**src/rtl/mem_pkg.sv**
```systemverilog
// Shared definitions for the MEM-stage load/store unit.
//   - funct3 size/sign encodings
//   - lsu_state_e: IDLE -> WAIT -> DONE access sequencing
//   - helpers: access size, alignment check, store byte enables and lane replication
package mem_pkg;

    localparam logic [2:0] F3_B  = 3'b000;
    localparam logic [2:0] F3_H  = 3'b001;
    localparam logic [2:0] F3_W  = 3'b010;
    localparam logic [2:0] F3_BU = 3'b100;
    localparam logic [2:0] F3_HU = 3'b101;

    typedef enum logic [1:0] {
        IDLE = 2'd0,
        WAIT = 2'd1,
        DONE = 2'd2
    } lsu_state_e;

    typedef enum logic [1:0] {
        SzByte = 2'd0,
        SzHalf = 2'd1,
        SzWord = 2'd2
    } lsu_size_e;

    // Undefined encodings (011, 11x) fall through to a word access.
    function automatic lsu_size_e f3_size(input logic [2:0] f3);
        case (f3)
            F3_B, F3_BU: return SzByte;
            F3_H, F3_HU: return SzHalf;
            F3_W:        return SzWord;
            default:     return SzWord;
        endcase
    endfunction

    function automatic logic f3_aligned(input logic [2:0] f3, input logic [1:0] a);
        case (f3_size(f3))
            SzByte:  return 1'b1;
            SzHalf:  return ~a[0];
            default: return (a == 2'b00);
        endcase
    endfunction

    function automatic logic [3:0] store_be(input logic [2:0] f3, input logic [1:0] a);
        case (f3_size(f3))
            SzByte:  return 4'b0001 << a;
            SzHalf:  return 4'b0011 << {a[1], 1'b0};
            default: return 4'b1111;
        endcase
    endfunction

    // Replicate the store operand into every lane so byte enables alone pick the target.
    function automatic logic [31:0] store_wdata(input logic [2:0] f3, input logic [31:0] d);
        case (f3_size(f3))
            SzByte:  return {4{d[7:0]}};
            SzHalf:  return {2{d[15:0]}};
            default: return d;
        endcase
    endfunction

endpackage

```
**src/rtl/lsu_load_align.sv**
```systemverilog
// Combinational load extract/extend.
//   word_i     : raw 32-bit word from memory
//   addr_lo_i  : byte offset within the word
//   funct3_i   : size/sign (B/H sign-extend, BU/HU zero-extend, W and undefined pass through)
//   data_o     : extended load result
module lsu_load_align
    import mem_pkg::*;
(
    input  logic [31:0] word_i,
    input  logic [1:0]  addr_lo_i,
    input  logic [2:0]  funct3_i,
    output logic [31:0] data_o
);

    logic [7:0]  byte_sel;
    logic [15:0] half_sel;
    logic        sext;

    assign sext = ~funct3_i[2];

    always_comb begin
        byte_sel = word_i[7:0];
        case (addr_lo_i)
            2'd0: byte_sel = word_i[7:0];
            2'd1: byte_sel = word_i[15:8];
            2'd2: byte_sel = word_i[23:16];
            2'd3: byte_sel = word_i[31:24];
            default: byte_sel = word_i[7:0];
        endcase
        half_sel = addr_lo_i[1] ? word_i[31:16] : word_i[15:0];

        data_o = word_i;
        case (f3_size(funct3_i))
            SzByte:  data_o = {{24{sext & byte_sel[7]}}, byte_sel};
            SzHalf:  data_o = {{16{sext & half_sel[15]}}, half_sel};
            default: data_o = word_i;
        endcase
    end

endmodule

```
**src/rtl/lsu_mem_stage.sv**
```systemverilog
// MEM-stage load/store unit: issues one request per live memory instruction to a
// variable-latency req/ack data port, stalls the pipeline while it is outstanding,
// aligns store data / byte enables and extends load data.
//   clk_i, rst_i (async, active-high)
//   valid_i, is_load_i, is_store_i, funct3_i, addr_i, st_data_i : EX/MEM slot
//   mem_req_o, mem_we_o, mem_addr_o, mem_wdata_o, mem_be_o       : request (one-cycle strobe)
//   mem_ack_i, mem_rdata_i                                       : response
//   ld_data_o, done_o, stall_o, misalign_o, err_o                : to mem_wb / hazard logic
module lsu_mem_stage
    import mem_pkg::*;
#(
    parameter int unsigned TIMEOUT = 16,
    parameter int unsigned ADDR_W  = 32
) (
    input  logic              clk_i,
    input  logic              rst_i,
    input  logic              valid_i,
    input  logic              is_load_i,
    input  logic              is_store_i,
    input  logic [2:0]        funct3_i,
    input  logic [ADDR_W-1:0] addr_i,
    input  logic [31:0]       st_data_i,
    output logic              mem_req_o,
    output logic              mem_we_o,
    output logic [ADDR_W-1:0] mem_addr_o,
    output logic [31:0]       mem_wdata_o,
    output logic [3:0]        mem_be_o,
    input  logic              mem_ack_i,
    input  logic [31:0]       mem_rdata_i,
    output logic [31:0]       ld_data_o,
    output logic              done_o,
    output logic              stall_o,
    output logic              misalign_o,
    output logic              err_o
);

    localparam int unsigned CntW = $clog2(TIMEOUT + 1);

    lsu_state_e    state_q;
    logic [CntW-1:0] cnt_q;
    logic [31:0]   ld_q;

    logic        access;
    logic        aligned;
    logic        issue;
    logic        timeout;
    logic [31:0] ld_aligned;

    assign access  = valid_i & (is_load_i | is_store_i);
    assign aligned = f3_aligned(funct3_i, addr_i[1:0]);
    assign issue   = (state_q == IDLE) & access & aligned;
    // Ack on the final WAIT cycle wins over the timeout.
    assign timeout = (state_q == WAIT) & ~mem_ack_i & (cnt_q == CntW'(TIMEOUT - 1));

    // addr_i and funct3_i are held by the stall, so extraction can happen at ack time.
    lsu_load_align u_load_align (
        .word_i    (mem_rdata_i),
        .addr_lo_i (addr_i[1:0]),
        .funct3_i  (funct3_i),
        .data_o    (ld_aligned)
    );

    always_ff @(posedge clk_i or posedge rst_i) begin
        if (rst_i) begin
            state_q <= IDLE;
            cnt_q   <= '0;
            ld_q    <= '0;
        end else begin
            case (state_q)
                IDLE: begin
                    if (issue) begin
                        state_q <= WAIT;
                        cnt_q   <= '0;
                    end
                end
                WAIT: begin
                    cnt_q <= cnt_q + 1'b1;
                    if (mem_ack_i) begin
                        // Stores capture 0 so ld_data_o stays quiet on their DONE cycle.
                        ld_q    <= (is_load_i & ~is_store_i) ? ld_aligned : 32'h0;
                        state_q <= DONE;
                    end else if (timeout) begin
                        ld_q    <= '0;
                        state_q <= DONE;
                    end
                end
                DONE: begin
                    state_q <= IDLE;
                end
                default: begin
                    state_q <= IDLE;
                end
            endcase
        end
    end

    always_comb begin
        mem_req_o   = 1'b0;
        mem_we_o    = 1'b0;
        mem_addr_o  = '0;
        mem_wdata_o = '0;
        mem_be_o    = '0;
        ld_data_o   = '0;
        done_o      = 1'b0;
        stall_o     = 1'b0;
        misalign_o  = 1'b0;
        err_o       = 1'b0;
        // Outputs are combinational on the slot inputs; force them quiet during reset.
        if (!rst_i) begin
            unique case (state_q)
                IDLE: begin
                    if (access && aligned) begin
                        mem_req_o   = 1'b1;
                        mem_we_o    = is_store_i;
                        mem_addr_o  = {addr_i[ADDR_W-1:2], 2'b00};
                        mem_wdata_o = is_store_i ? store_wdata(funct3_i, st_data_i) : 32'h0;
                        mem_be_o    = is_store_i ? store_be(funct3_i, addr_i[1:0]) : 4'b1111;
                        stall_o     = 1'b1;
                    end else if (access) begin
                        misalign_o = 1'b1;
                        done_o     = 1'b1;
                    end
                end
                WAIT: begin
                    stall_o = 1'b1;
                    err_o   = timeout;
                end
                DONE: begin
                    done_o    = 1'b1;
                    ld_data_o = ld_q;
                end
                default: begin
                    stall_o = 1'b0;
                end
            endcase
        end
    end

endmodule

```
**config.mk**
```make
export PLATFORM = sky130hd
export DESIGN_NAME = lsu_mem_stage
export DESIGN_NICKNAME = d
export VERILOG_FILES = /design/src/rtl/mem_pkg.sv /design/src/rtl/lsu_load_align.sv /design/src/rtl/lsu_mem_stage.sv
export SDC_FILE = /design/constraint.sdc
export NUM_CORES = 1
export LEC_CHECK = 0
export ABC_AREA = 1
export BUFFER_PORTS_ARGS = -buffer_cell sky130_fd_sc_hd__buf_2
export CAP_MARGIN = 20
export CORE_MARGIN = 5
export CORE_UTILIZATION = 45
export CTS_CLUSTER_SIZE = 20
export DETAILED_ROUTE_END_ITERATION = 10
export HOLD_SLACK_MARGIN = 0.08
export PLACE_DENSITY = 0.84
export SLEW_MARGIN = 0
export SYNTH_ARGS = -nofsm -noshare
export SYNTH_HDL_FRONTEND = slang
export SYNTH_SLANG_ARGS = --single-unit
```
**constraint.sdc**
```tcl
create_clock -name clk_i -period 3.1 [get_ports clk_i]
set_input_delay 0 -clock clk_i [delete_from_list [all_inputs] [get_ports clk_i]]
set_output_delay 0 -clock clk_i [all_outputs]
set_load 0.05 [all_outputs]
```
==> metrics.md, run 1 <==
| Metric | Value |
|---|---|
| Status | finished, final reports clean |
| Reg2Reg Capture Point | ld_q[0] |
| Top cell type's share of synthesized area | 28.9% |
| Die X | 96.6 um |
| Sum of negative setup slack | 0 ps |
| Drt drc | 0 |
| Final Critical Period | 2250 ps |
| Clock Sinks | 39 |
| Synth cell types | 33 |
| Worst hold stages | 5 |
| Crit start category | flip-flop |
| Die H | 96.6 um |
| Least-Margin Pin Slew | 890 ps |
| Worst EP arrival | 2250 ps |
| Max Transition Viols Final | 0 |
| Pwr Density | 346 mW/mm2 |
| Dpl hpwl | 10200 um |
| Mapped cell area | 0.00337 mm2 |
| Starting density of the core | 46.3% |
| Routed vias/inst | 4.95 |
| FF/Latch Area | 976 um2 |
| Post-Route WL | 13300 um |
| Num CTS Buffers | 5 |
| Sequential area share after synthesis | 28.9% |
| Routed WL per cell | 14.7 um |
| Synth Area per Inst | 5.75 um2 |
| Cell taking the most area after synthesis | dfrtp_1 |
| Worst r2r src | cnt_q[0] |
| First-pass GRT wire length | 20800 um |
| F_max | 444 MHz |
| Final Hold Fails | 0 |
| Row count | 31 |
| Worst skew pair latency | 290 ps |
| Area Overhead vs Synth | 40.5% |
| Die area | 0.00933 mm2 |
| Clk slew on worst S/H paths | 90 ps |
| Max Root-Sink Buffers | 2 |
| Slew headroom | 40.6% |
| Vias in the first global route | 4493 |
| CTS tree | yes |
| Clock Skew | 6.50 ps |
| Yosys reg bits | 39 |
| Pre-antenna DRT Iters | 5 |
| Synth top area cells | dfrtp_1 29%, nand2_1 22%, nor2_1 17%, inv_1 7.6%, nand3_1 3.6% |
| R2r worst-path depth | 10 |
| Critical path class | reg2out |
| Worst Setup End Kind | primary output |
| DR iter-0 viols | 372 |
| Final Cycle Share | 72.7% |
| Final setup vio count | 0 |
| Vias | 4460 |
| Antenna violations before repair | 0 |
| Count of buffers from port buffering | 208 |
| CP max FO | 36 |
| Max-Cap Viols | 0 |
| I/O Pins | 211 |
| Root buf cell | clkbuf_8 |
| CP Data Required Time | 3100 ps |
| Synth warn | 0 |
| Hold crit path type | in2reg |
| Max VDD drop | 0.188 mV |
| Cells after synthesis | 587 |
| GPL Wtd Cong | 0.970 |
| Global route total overflow | 0 |
| Pleak | 0.00299 uW |
| Multi-input logic area | 0.00195 mm2 |
| Final Power | 1640 uW |
| # fillers | 711 |
| Nets | 907 |
| Main synth FF type | dfrtp_1 |
| Core Area | 0.00729 mm2 |
| Post_cts resized | 0 |
| Reg2Reg Setup Slack | 1010 ps |
| Number of synthesized flops with an enable pin | 0 |
| GRT Total Usage | 28.6% |
| Final ANT Viol Nets | 0 |
| Hold Crit Endpoint | ld_q[7] |
| Unrepaired setup endpoints after global routing | no |
| Hold Startpoint | mem_rdata_i[7] |
| H-tree depth | 2 |
| Pin count of the biggest net entering global routing | 40 |
| Fraction of registers with async set/reset | 100% |
| Share of layout cells above drive strength 1 | 31.2% |
-- layer usage --
layer	share of wire, %	wire [um]	vias to the layer above	track usage, %
met5	0	0	-	0
met4	2.5	334	0	9.81
met3	11	1450	30	7.67
met2	49	6450	251	51.8
met1	38	5030	1991	32.3
li1	-	-	2188	-
-- placed cells by master, fill, tap and decap left out, drive strengths merged --
cell and count:
o211ai 1, a21oi 20, o31ai 1, o22ai 8, diode 1, clkinv 2, dfrtp 39, clkbuf 5
inv 76, nor3 1, dlygate4sd3 22, nand3 26, nor4 1, ha 2, bufinv 1, o21ai 17
a31oi 1, nor2 161, conb 2, a22oi 3, o21bai 1, nand2 199, buf 212
-- what timing repair did --
action,in CTS,in global routing
hold buffers,22,0
endpoints found under the hold margin,56,0
buffers inserted,0,0
endpoints found under the setup margin,0,0
-- sequential cells by signal, indices dropped and copies added, names as in the netlist --
name,count
cnt_q,5
ld_q,32
state_q,2
-- metrics by stage --
| stage | cells | hold slack (ps) | setup WS [ps] | area [um2] | utilization (%) |
|---|---|---|---|---|---|
| floorplan | 588 | 100 | 697 | 3380 | - |
| global placement | 870 | 247 | 1120 | 4410 | 60.4 |
| detailed placement | 870 | 253 | 1010 | 4410 | 60.4 |
| CTS | 900 | 84.8 | 825 | 4740 | 65.0 |
| global route | 900 | 120 | 647 | 4740 | 65.0 |
| finish | 901 | 91.4 | 848 | 4740 | 65.0 |
-- worst max path at each step --
| stage | endpoint | slack, ps | startpoint | depth (start not counted) |
|---|---|---|---|---|
| global route | mem_wdata_o[0] | 650 | state_q[1] | 8 |
| CTS | mem_wdata_o[2] | 820 | state_q[1] | 8 |
| global placement | ld_q[0] | 1120 | cnt_q[0] | 10 |
| finish | mem_wdata_o[2] | 850 | state_q[1] | 8 |
| detailed placement | mem_wdata_o[2] | 1010 | funct3_i[1] | 10 |
| floorplan | err_o | 700 | cnt_q[0] | 6 |
-- critical path: stages (launching register included) --
cell	delay, ps
dfrtp_1	420
nor2_1	130
nand3_1	110
inv_2	100
nand3_4	330
nor2_8	290
inv_4	170
nor2_1	120
buf_2	270
-- Yosys cell counts (all sizes together), types with 2 or more instances --
| cell type | number |
|---|---|
| dfrtp | 39 |
| a21oi | 20 |
| a22oi | 3 |
| o22ai | 8 |
| inv | 76 |
| nor2 | 161 |
| buf | 18 |
| o21ai | 17 |
| ha | 2 |
| clkbuf | 11 |
| nand2 | 199 |
| nand3 | 26 |
-- cell families (layout without fill, tap and decap cells) --
logic type	count (synthesis)	after routing	synth area share [%]
AO/OA/AOI/OAI	52	52	8.83
adder cells (fa/ha/maj)	2	2	0.741
buffers and inverters	105	318	13.6
flip-flops	39	39	28.9
other	1	3	0.111
AND/OR/NAND/NOR	388	388	47.8
-- area by class of cell --
class / count / share of cell area [%]
multi-input combinational: 444 / 41.1
timing repair buffer: 234 / 27.2
sequential: 39 / 20.6
inverter: 76 / 6.07
tap: 99 / 2.61
clock buffer: 5 / 1.45
clock inverter: 3 / 0.923
antenna: 1 / 0.0528
-- power breakdown --
part | internal, uW | switching [uW]
Clock | 240 | 200
Combinational | 185 | 392
Sequential | 575 | 47.1
No activity file was read; power rests on OpenSTA's default activity.
==> run 2, diff against run 1 <==
--- a/config.mk
+++ b/config.mk
@@ -9,11 +9,11 @@
 export BUFFER_PORTS_ARGS = -buffer_cell sky130_fd_sc_hd__buf_2
 export CAP_MARGIN = 20
 export CORE_MARGIN = 5
-export CORE_UTILIZATION = 45
+export CORE_UTILIZATION = 44
 export CTS_CLUSTER_SIZE = 20
 export DETAILED_ROUTE_END_ITERATION = 10
 export HOLD_SLACK_MARGIN = 0.08
-export PLACE_DENSITY = 0.84
+export PLACE_DENSITY = 0.82
 export SLEW_MARGIN = 0
 export SYNTH_ARGS = -nofsm -noshare
 export SYNTH_HDL_FRONTEND = slang
==> constraint.sdc (replaced) <==
create_clock -name clk_i -period 2.2 [get_ports clk_i]
set_input_delay 0 -clock clk_i [delete_from_list [all_inputs] [get_ports clk_i]]
set_output_delay 0 -clock clk_i [all_outputs]
set_load 0.05 [all_outputs]
==> run 2 against run 1 <==
Effect of this change: sequential power up 42%; global-route usage down 1.6 points; worst hold slack worse by 15 ps; cell count up 0.55%; sequential share of layout area fell by 0.13 points; register-to-register slack worse by 760 ps; utilization down 2.3 points; first-iteration DRC count is 19% lower; non-clock buffer count rose by 3; largest cell class unchanged.
==> metrics.md, run 2 (synthesized netlist as in run 1, its figures left out) <==
| Metric | Value |
|---|---|
| CP Cell Sequence | ha_1, nand2_1, nor2_1, ha_1, inv_1, a21oi_2, nand2_4, inv_4, nand2_1, nand2_1 |
| Max Transition Viols Final | 0 |
| Dpl hpwl | 10100 um |
| Most frequent cells in the layout | 208 x buf_2, 195 x nand2_1, 149 x nor2_1 |
| Unrepaired setup endpoints after global routing | no |
| Slowest stage delay, CP | 390 ps |
| Core Area | 0.00761 mm2 |
| Max reg flops | 32 |
| DR iter-0 viols | 301 |
| Worst slack, placed | 164 ps |
| First-pass GRT wire length | 21500 um |
| Area Overhead vs Synth | 41.5% |
| Antenna violations before repair | 0 |
| Count of buffers from port buffering | 208 |
| Critical Path Most Common Cell | nand2_1 |
| Sum of negative setup slack | 0 ps |
| Seq pwr share | 38.2% |
| Delay-heaviest family, CP | simple AND/OR/NAND/NOR gates |
| CP max FO | 17 |
| Die X | 97.6 um |
| GPL Wtd Cong | 0.919 |
| Status | finished, final reports clean |
| CP Data Required Time | 2440 ps |
| GRT Total Usage | 27.1% |
| Global route total overflow | 0 |
| I/O Pins | 211 |
| Worst skew pair latency | 310 ps |
| Vias in the first global route | 4481 |
| Pre-antenna DRT Iters | 5 |
| Worst path buffer plus inverter count | 2 |
| Nets | 910 |
| Register with the most flip-flops | ld_q |
| Critical path class | reg2reg |
| Die area | 0.00952 mm2 |
| Post-Route WL | 12900 um |
| Clock Sinks | 39 |
| Pleak | 0.00302 uW |
| Final Hold Fails | 0 |
| Max-Cap Viols | 0 |
| Clock Skew | 9.59 ps |
| Crit start category | flip-flop |
| CTS tree | yes |
| Pin count of the biggest net entering global routing | 40 |
| Clock share of power | 26.2% |
| Commonest non-fill, non-tap cell in the layout | buf_2 |
| Final Critical Period | 1950 ps |
| Final Power | 2320 uW |
| Vias | 4428 |
| Share of layout cells above drive strength 1 | 32.2% |
| Pint | 1420 uW |
| Max Root-Sink Buffers | 2 |
| Hold crit path type | in2reg |
| Root buf cell | clkbuf_8 |
| Worst Setup End Kind | flip-flop |
| NetSw | 897 uW |
| Slowest CP cell | dfrtp_1 |
| Die H | 97.6 um |
| Final ANT Viol Nets | 0 |
| H-tree depth | 2 |
| Routed vias/inst | 4.89 |
| Pwr Density | 485 mW/mm2 |
| Comb power frac | 35.6% |
| Top Registers | ld_q (32), cnt_q (5), state_q (2) |
| Non-Filler Instances | 906 |
| Row count | 32 |
| Clk slew on worst S/H paths | 90 ps |
| Drt drc | 0 |
| Final setup vio count | 0 |
| Final Cycle Share | 88.4% |
| Placed Cells | 880 |
| Routed WL per cell | 14.2 um |
| Worst EP arrival | 2190 ps |
| Max VDD drop | 0.255 mV |
| F_max | 514 MHz |
| Antenna cells | 0 |
| Final worst setup slack | 254 ps |
| Num CTS Buffers | 5 |
| Switching Share | 38.7% |
| Starting density of the core | 44.4% |
## run 2: per-layer routing
layer	wire, um	up-vias	GRT usage (%)
li1	-	2197	-
met1	4990	1937	33.1
met2	6340	256	46.7
met3	1180	38	6.10
met4	397	0	9.48
met5	0	-	0
## run 2: worst register-to-register path: stages, from the launching register on
cell     delay [ps]
dfrtp_1         390
ha_1            190
nand2_1          80
nor2_1          120
ha_1            230
inv_1           100
a21oi_2         230
nand2_4         170
inv_4           200
nand2_1         110
nand2_1          70
## run 2: worst paths after layout
kind | from | to | cells after the start | slack [ps]
worst max-delay path | cnt_q[0] | ld_q[4] | 10 | 250
worst min-delay path | mem_rdata_i[25] | ld_q[25] | 5 | 80
worst max register to register | cnt_q[0] | ld_q[4] | 10 | 250
worst min register to register | ld_q[23] | ld_q[23] | 2 | 490
max in group asynchronous | rst_i | ld_q[30] | 4 | 1350
min in group asynchronous | rst_i | ld_q[19] | 4 | 500
## run 2: cell type report
| cell class | count | area (um2) |
|---|---|---|
| Fill cell | 710 | 2830 |
| Multi-Input combinational cell | 444 | 1960 |
| Sequential cell | 39 | 976 |
| Clock inverter | 3 | 43.8 |
| Inverter | 76 | 294 |
| Clock buffer | 5 | 68.8 |
| Tap cell | 102 | 128 |
| Timing Repair Buffer | 237 | 1300 |
## run 2: timing repair
action	in CTS	in global routing
gates resized for setup	0	3
hold buffers	18	0
endpoints found under the hold margin	52	0
buffers inserted	0	0
endpoints found under the setup margin	0	16
## run 2: power by group through the flow
stage | Clock (uW) | Combinational (uW) | Sequential (uW)
after floorplan | 0 | 549 | 870
after global placement | 0 | 762 | 889
after detailed placement | 0 | 781 | 894
after CTS | 612 | 816 | 882
after global routing | 650 | 909 | 899
final | 607 | 825 | 885
## run 2: through the flow
step           util [%]  hold slack, ps  area [um2]
6_report           62.7            75.9        4770
3_5_place_dp       58.8             271        4470
3_3_place_gp       58.8             263        4470
5_1_grt            62.7            87.1        4770
2_1_floorplan         -           -12.0        3390
4_1_cts            62.6            82.3        4770
